===== src/rtl/i2c_slave_datapath.sv =====
`default_nettype none
// +--------------------------------------------------------------------------+
// | i2c_slave_datapath: oversampled I2C target, 7-bit address, byte RX/TX.   |
// | Optional: I2C_SLAVE_GENERAL_CALL_EN also ACKs general call (8'h00).      |
// | Rev 1.0                                                                  |
// +--------------------------------------------------------------------------+
module i2c_slave_datapath #(
  parameter logic [6:0] SLAVE_ADDR = 7'h50
) (
  input  logic       clk,
  input  logic       reset,
  input  logic       SCL_in,
  input  logic       SDA_in,
  output logic       SDA_out,
  input  logic [7:0] data_in,
  output logic       data_req,
  output logic [7:0] data_out,
  output logic       valid,
  output logic       rw,
  output logic       busy
);

`ifdef I2C_SLAVE_GENERAL_CALL_EN
  localparam bit GEN_CALL_EN = 1'b1;
`else
  localparam bit GEN_CALL_EN = 1'b0;
`endif

  localparam logic [2:0] S_IDLE      = 3'd0;
  localparam logic [2:0] S_ADDRESS   = 3'd1;
  localparam logic [2:0] S_ADDR_ACK  = 3'd2;
  localparam logic [2:0] S_RX_DATA   = 3'd3;
  localparam logic [2:0] S_RX_ACK    = 3'd4;
  localparam logic [2:0] S_TX_DATA   = 3'd5;
  localparam logic [2:0] S_TX_ACK    = 3'd6;
  localparam logic [2:0] S_WAIT_STOP = 3'd7;

  logic [1:0] scl_sync_q, scl_sync_d, sda_sync_q, sda_sync_d;
  logic       scl_prev_q, scl_prev_d, sda_prev_q, sda_prev_d;
  logic [2:0] state_q, state_d;
  logic [2:0] bit_cnt_q, bit_cnt_d;
  logic [6:0] shift_q, shift_d;
  logic       phase_q, phase_d;
  logic       sda_out_q, sda_out_d;
  logic [7:0] data_out_q, data_out_d;
  logic       valid_q, valid_d;
  logic       data_req_q, data_req_d;
  logic       rw_q, rw_d;
  logic       busy_q, busy_d;

  logic       scl_s, sda_s, scl_rise, scl_fall, start_det, stop_det;
  logic [7:0] rx_byte;
  logic       addr_match, gen_call;

  assign scl_s     = scl_sync_q[1];
  assign sda_s     = sda_sync_q[1];
  assign scl_rise  = scl_s & ~scl_prev_q;
  assign scl_fall  = ~scl_s & scl_prev_q;
  // SCL must be high in both samples so an SDA change alongside an SCL edge is data
  assign start_det = scl_s & scl_prev_q & ~sda_s & sda_prev_q;
  assign stop_det  = scl_s & scl_prev_q & sda_s & ~sda_prev_q;
  assign rx_byte    = {shift_q, sda_s};
  assign addr_match = (rx_byte[7:1] == SLAVE_ADDR);
  assign gen_call   = GEN_CALL_EN && (rx_byte == 8'h00);

  always_ff @(posedge clk or posedge reset) begin
    if (reset) begin
      scl_sync_q <= 2'b11;
      sda_sync_q <= 2'b11;
      scl_prev_q <= 1'b1;
      sda_prev_q <= 1'b1;
      state_q    <= S_IDLE;
      bit_cnt_q  <= 3'd7;
      shift_q    <= 7'd0;
      phase_q    <= 1'b0;
      sda_out_q  <= 1'b1;
      data_out_q <= 8'd0;
      valid_q    <= 1'b0;
      data_req_q <= 1'b0;
      rw_q       <= 1'b0;
      busy_q     <= 1'b0;
    end else begin
      scl_sync_q <= scl_sync_d;
      sda_sync_q <= sda_sync_d;
      scl_prev_q <= scl_prev_d;
      sda_prev_q <= sda_prev_d;
      state_q    <= state_d;
      bit_cnt_q  <= bit_cnt_d;
      shift_q    <= shift_d;
      phase_q    <= phase_d;
      sda_out_q  <= sda_out_d;
      data_out_q <= data_out_d;
      valid_q    <= valid_d;
      data_req_q <= data_req_d;
      rw_q       <= rw_d;
      busy_q     <= busy_d;
    end
  end

  always_comb begin
    scl_sync_d = {scl_sync_q[0], SCL_in};
    sda_sync_d = {sda_sync_q[0], SDA_in};
    scl_prev_d = scl_s;
    sda_prev_d = sda_s;
    state_d    = state_q;
    bit_cnt_d  = bit_cnt_q;
    shift_d    = shift_q;
    phase_d    = phase_q;
    sda_out_d  = sda_out_q;
    data_out_d = data_out_q;
    valid_d    = 1'b0;
    data_req_d = 1'b0;
    rw_d       = rw_q;
    busy_d     = busy_q;

    if (stop_det) begin
      state_d   = S_IDLE;
      sda_out_d = 1'b1;
      busy_d    = 1'b0;
      phase_d   = 1'b0;
    end else if (start_det) begin
      state_d   = S_ADDRESS;
      bit_cnt_d = 3'd7;
      sda_out_d = 1'b1;
      phase_d   = 1'b0;
    end else begin
      case (state_q)
        S_ADDRESS: begin
          if (scl_rise) begin
            shift_d = rx_byte[6:0];
            if (bit_cnt_q == 3'd0) begin
              if (addr_match || gen_call) begin
                rw_d       = rx_byte[0];
                data_req_d = rx_byte[0];
                busy_d     = 1'b1;
                phase_d    = 1'b0;
                state_d    = S_ADDR_ACK;
              end else begin
                busy_d  = 1'b0;
                state_d = S_WAIT_STOP;
              end
            end else begin
              bit_cnt_d = bit_cnt_q - 3'd1;
            end
          end
        end
        // phase_q=0: next fall starts the ACK bit; phase_q=1: next fall ends it
        S_ADDR_ACK: begin
          if (scl_fall) begin
            if (!phase_q) begin
              sda_out_d = 1'b0;
              phase_d   = 1'b1;
            end else begin
              phase_d   = 1'b0;
              bit_cnt_d = 3'd7;
              if (rw_q) begin
                shift_d   = data_in[6:0];
                sda_out_d = data_in[7];
                state_d   = S_TX_DATA;
              end else begin
                sda_out_d = 1'b1;
                state_d   = S_RX_DATA;
              end
            end
          end
        end
        S_RX_DATA: begin
          if (scl_rise) begin
            shift_d = rx_byte[6:0];
            if (bit_cnt_q == 3'd0) begin
              data_out_d = rx_byte;
              valid_d    = 1'b1;
              phase_d    = 1'b0;
              state_d    = S_RX_ACK;
            end else begin
              bit_cnt_d = bit_cnt_q - 3'd1;
            end
          end
        end
        S_RX_ACK: begin
          if (scl_fall) begin
            if (!phase_q) begin
              sda_out_d = 1'b0;
              phase_d   = 1'b1;
            end else begin
              sda_out_d = 1'b1;
              phase_d   = 1'b0;
              bit_cnt_d = 3'd7;
              state_d   = S_RX_DATA;
            end
          end
        end
        S_TX_DATA: begin
          if (scl_fall) begin
            if (bit_cnt_q == 3'd0) begin
              sda_out_d = 1'b1;
              phase_d   = 1'b0;
              state_d   = S_TX_ACK;
            end else begin
              sda_out_d = shift_q[6];
              shift_d   = {shift_q[5:0], 1'b0};
              bit_cnt_d = bit_cnt_q - 3'd1;
            end
          end
        end
        S_TX_ACK: begin
          if (!phase_q && scl_rise) begin
            if (!sda_s) begin
              data_req_d = 1'b1;
              phase_d    = 1'b1;
            end else begin
              state_d = S_WAIT_STOP;
            end
          end else if (phase_q && scl_fall) begin
            shift_d   = data_in[6:0];
            sda_out_d = data_in[7];
            bit_cnt_d = 3'd7;
            phase_d   = 1'b0;
            state_d   = S_TX_DATA;
          end
        end
        default: begin
        end
      endcase
    end
  end

  always_comb begin
    SDA_out  = sda_out_q;
    data_out = data_out_q;
    valid    = valid_q;
    data_req = data_req_q;
    rw       = rw_q;
    busy     = busy_q;
  end

endmodule
`default_nettype wire


===== config.mk =====
export PLATFORM = sky130hd
export DESIGN_NAME = i2c_slave_datapath
export DESIGN_NICKNAME = d
export VERILOG_FILES = /design/src/rtl/i2c_slave_datapath.sv
export SDC_FILE = /design/constraint.sdc
export NUM_CORES = 1
export LEC_CHECK = 0
export BUFFER_PORTS_ARGS = -buffer_cell sky130_fd_sc_hd__buf_2
export CORE_MARGIN = 5
export CORE_UTILIZATION = 50
export DETAILED_ROUTE_END_ITERATION = 8
export PLACE_DENSITY = 0.75
export SYNTH_ARGS = -nofsm -noshare
export SYNTH_HDL_FRONTEND = slang
export SYNTH_SLANG_ARGS = --single-unit

===== constraint.sdc =====
create_clock -name clk -period 5.8 [get_ports clk]
set_input_delay 0.29 -clock clk [delete_from_list [all_inputs] [get_ports clk]]
set_output_delay 0.29 -clock clk [all_outputs]
set_load 0.01 [all_outputs]

# [Word level (Yosys, flattened, before mapping)]
# Cells that the tools add are included.
[word_totals] regBits=33 elab_cells=170 out_inout_bits=13 input_bits=12
[op_classes] reduce_logical=22 n_mux=81 bitwise=13 add_sub_neg=1 n_eq_ne=39
[ops] operator="$mux 3" n=25
[ops] operator="$mux 7" n=8
[ops] operator="$ne 4x4->1 const B" n=13
[ops] operator="$mux 1" n=42
[ops] operator="$pmux 7 s4" n=1
[ops] operator="$pmux 3 s6" n=1
[ops] operator="$ne 5x5->1 const B" n=3
[ops] operator="$ne 2x2->1 const B" n=7
[ops] operator="$reduce_and 13->1" n=1
[ops] operator="$pmux 3 s4" n=1
[ops] operator="$reduce_and 6->1" n=2
[ops] operator="$reduce_and 11->1" n=1
[ops] operator="$eq 3x3->1 const B" n=3
[ops] operator="$ne 3x1->1 const B" n=3
[ops] operator="$ne 3x3->1 const B" n=3
[ops] operator="$reduce_and 9->1" n=1
[ops] operator="$reduce_and 8->1" n=1
[ops] operator="$reduce_bool 8->1" n=1
[ops] operator="$and 1x1->1" n=7
[ops] operator="$eq 7x7->1 const B" n=1
[ops] operator="$reduce_bool 7->1" n=1
[ops] operator="$eq 3x2->1 const B" n=2
[ops] operator="$not 1->1" n=6
[ops] operator="$reduce_bool 2->1" n=3
[ops] operator="other kinds (16)" n=19

# [Depth between registers and ports, before layout]
[depth] ltp_word=8 depth_mapped=8

# [Worst setup path before layout]
# Ideal clock, no wire load.
[synth_path] path_type="reg-to-reg" startpoint="register bit_cnt_q[0]" endpoint="register shift_q[0]" setup_slack_ns=3.776 setup_ns=0.125 synth_period_minus_slack_ns=2.024 t_arrival_ns=1.899 path_buffers=0 stages_incl_launch_ff=8 cell_sequence="dfstp_2 > inv_1 > ha_1 > nand2b_1 > a31o_2 > a21oi_2 > nor4_4 > mux2_2"
[synth_between] elab_chain_len=3
[synth_lines] element="from (decl)" line_no="41" source="logic [2:0] bit_cnt_q, bit_cnt_d;"
[synth_lines] element="from (signal assigned)" line_no="88" source="bit_cnt_q <= bit_cnt_d;"
[synth_lines] element="$logic_not 3->1" line_no="195" source="if (bit_cnt_q == 3'd0) begin"
[synth_lines] element="$ne 2x2->1 (no line)"
[synth_lines] element="$reduce_and 11->1 (no line)"
[synth_lines] element="to (signal assigned)" line_no="89" source="shift_q <= shift_d;"
[synth_lines] element="to (decl)" line_no="42" source="logic [6:0] shift_q, shift_d;"
# Every way passes these cells.
# A chain may end at the register's enable or synchronous reset.

# [Worst setup path after layout]
[layout_path] startpoint="register state_q[2]" endpoint="register shift_q[0]"
[layout_between] elab_chain_len=4 elab_cells_between_ends=17
[layout_lines] element="from (decl)" line_no="40" source="logic [2:0] state_q, state_d;"
[layout_lines] element="from (signal assigned)" line_no="87" source="state_q <= state_d;"
[layout_lines] element="$eq 3x2->1 / $eq 3x1->1 (equally long branches)" line_no="127" source="case (state_q)"
[layout_lines] element="$reduce_or 2->1 (no line)"
[layout_lines] element="$ne 2x1->1 (no line) / $reduce_bool 4->1 (equally long branches)"
[layout_lines] element="$reduce_and 11->1 (no line)"
# Several ways; a longest one is shown, not always the timed one.

==> flow_summary.ini <==
[worst_setup_path]
worstPathArrival_ns = 2.52
r2r_start = state_q[2]
slowest_stage = dfrtp_1
ff2ff_path_depth = 5
slowest_delay_ns = 0.62
path_cells = nor3b_1 -> a31o_2 -> a21oi_2 -> nor4_4 -> mux2_2
ff2ff_setup_slack_ns = 3.45
critPathRequiredTime_ns = 5.97
cp_top_family = simple AND/OR/NAND/NOR gates
start_kind = register
path_buf_inv = 0
critical_path_class = reg -> reg
endpoint_kind = register
reg2reg_to = shift_q[0]
critPathMaxFanout = 25

[routing]
viasPerCell = 5.81
drt_iter0_drc = 198
drt_wl_total_um = 4020
wl_per_cell_um = 15.8
ant_nets = 0
drcViolationCount = 0
drt_pass1_iterations = 4
vias = 1482

[clocking]
cts.clk_slew.worst_paths_ns = 0.08
clock_latency_ns = 0.28
clk_path_buf_depth = 2
cts_sinks = 33
cts_inserted_buffers = 5
cts_tree = yes
cts_hold_buf = 0
root_buffer = clkbuf_8
post_cts_buffers = 0
cts_resized = 0
htree_levels = 2

[floorplan]
die_w_um = 71.6
initial_utilization_pct = 51.8
die_h_um = 71.6
io_pins = 25
coreArea_um2 = 3660
dieArea_um2 = 5130
num_rows = 22

[logic_synthesis]
syn_avg_cell_area_um2 = 10.3
yosys.cell_types.count = 51
synthCells = 184
ys.flop_type = dfrtp_1
yosys_warnings = 0
synth_top_cell_area_share_pct = 30.3
synth-seq-cells = 33
synth_edf_count = 0
synth-seq-area-share_pct = 44.2
syn-num-nets = 198
synth_top_area_cell = dfrtp_1
async_flop_share_pct = 100
syn-cell-area_um2 = 1900
yosys-top-cells-area = dfrtp_1 (30%), dfstp_2 (14%), mux2_2 (14%), o21ai_0 (3.7%), nor2b_1 (2.6%)

[place]
place_inst = 247
placed_cell_area_um2 = 2030
dpl.hpwl_um = 2910
place_congestion = 0.934
portBuffers = 24
place_ws_ns = 3.45

[power_and_ir_drop]
seq_power_share_pct = 41.7
power.internal_mw = 0.584
p_switching_mw = 0.373
p_clk_share_pct = 18.2
p_comb_share_pct = 40.1
power.density_nw_per_um2 = 451
cellLeakagePower_nw = 0.949
p_total_mw = 0.957
swShare_pct = 39.0
ir_worst_vdd_mv = 0.281

[cells_and_area]
nets = 220
final_cells = 255
utilization_pct = 58.0
areaGrowthSynthToFinish_pct = 11.8
design_area_um2 = 2120
drive_above_1_share_pct = 35.7
antenna_cells = 0
n_fill_cell = 315

[sta]
tns_ns = 0
tightest_slew_ns = 0.655
fin_crit_sh_pct = 40.5
fmax_mhz = 426
setup_ws_ns = 3.45
hold_violations = 0
fin_crit_ns = 2.35
hold_ws_ns = 0.0819
finalSetupViolCount = 0
rsz0062_at_grt = false
skew_ns = 0.00688
slew_violations = 0
slew_headroom_pct = 56.3

[worst_hold_path]
hold_path_class = in -> async

[global_routing]
grt_first_pass_wirelength_um = 7040
grtUsageTotal_pct = 17.1
grt_pass1_vias = 1461
grt_max_degree = 34
grt_antenna_before_repair = 0
overflow = 0

[job]
drv_cap = 0

[status]
status = finished clean
==> kinds of logic (layout without fill, tap and decap cells) <==
group	count (synthesis)	after routing	share of synthesized area, %
buffers and inverters	19	42	4.68
adders and majority gates	2	2	1.32
DFF	33	33	44.2
xor gates and xnor gates	1	1	0.462
and+or+nand+nor	50	50	15.0
AOI/OAI and AO/OA	53	53	19.1
muxes	26	26	15.2
==> sequential cells by signal, indices dropped and copies added, names as in the netlist, 2 cells and up <==
name	cells
state_q	3
shift_q	7
sda_sync_q	2
data_out	8
bit_cnt_q	3
scl_sync_q	2
==> power groups by stage <==
stage | clock, mW | sequential (mW) | combinational (mW)
floorplan | 0 | 0.342 | 0.366
global placement | 0 | 0.401 | 0.376
detailed placement | 0 | 0.401 | 0.383
CTS | 0.178 | 0.398 | 0.384
global route | 0.192 | 0.415 | 0.425
finish | 0.174 | 0.399 | 0.384
==> per-layer routing <==
layer	vias up	global-route usage, %	part of all wire [%]	routed length (um)
met5	-	0	0	0
met4	0	6.26	1.8	72
met3	9	4.21	5.6	224
met2	49	24.8	46	1850
met1	708	24.8	47	1880
li1	716	-	-	-
==> Yosys cell counts (2+ instances only) <==
cell	number
o21bai_1	2
nand2b_1	3
inv_1	9
nand2_1	12
o211ai_1	5
nor2b_1	8
clkbuf_1	5
nand3b_1	2
mux2i_1	3
and2_1	2
or2b_1	2
a31o_2	3
nor3_1	3
mux2_2	23
o21ai_0	14
buf_4	2
a21oi_1	9
dfrtp_1	23
a211oi_1	3
dfstp_2	10
nor2_1	8
a32o_1	2
ha_1	2
buf_2	2
==> layout make-up <==
cell class / instances / area (um2) / area share [%]
clock inverter: 3 / 22.5 / 1.06
inverter: 9 / 33.8 / 1.59
clock buffer: 5 / 68.8 / 3.24
timing repair buffer: 25 / 128 / 6.01
multi-input combinational: 132 / 971 / 45.8
sequential: 33 / 838 / 39.5
tap: 48 / 60.1 / 2.83
==> cells in the final DEF (no fill, tap or decap), types with 3 or more instances in the layout <==
cell        count
nand2_1        12
inv_1           9
o211ai_1        5
nor2_1          8
o21ai_0        14
dfrtp_1        23
mux2i_1         3
buf_2          24
a211oi_1        3
a31o_2          3
nor2b_1         8
a21oi_1         9
nand2b_1        3
mux2_2         23
clkbuf_8        5
clkinvlp_4      3
nor3_1          3
dfstp_2        10
==> how the worst max path moves through the flow <==
stage / startpoint / to / slack, ns / cells after the start
finish: state_q[2] / shift_q[0] / 3.45 / 5
detailed placement: state_q[2] / shift_q[0] / 3.45 / 5
global route: state_q[2] / shift_q[0] / 3.27 / 5
CTS: state_q[2] / shift_q[0] / 3.44 / 5
global placement: state_q[2] / shift_q[6] / 3.54 / 5
floorplan: bit_cnt_q[0] / shift_q[0] / 3.78 / 7
==> tightest hold or removal path, stage by stage <==
cell	delay [ns]
buf_2	0.10
inv_1	0.04
buf_4	0.36
(Power assumes the default switching activity.)
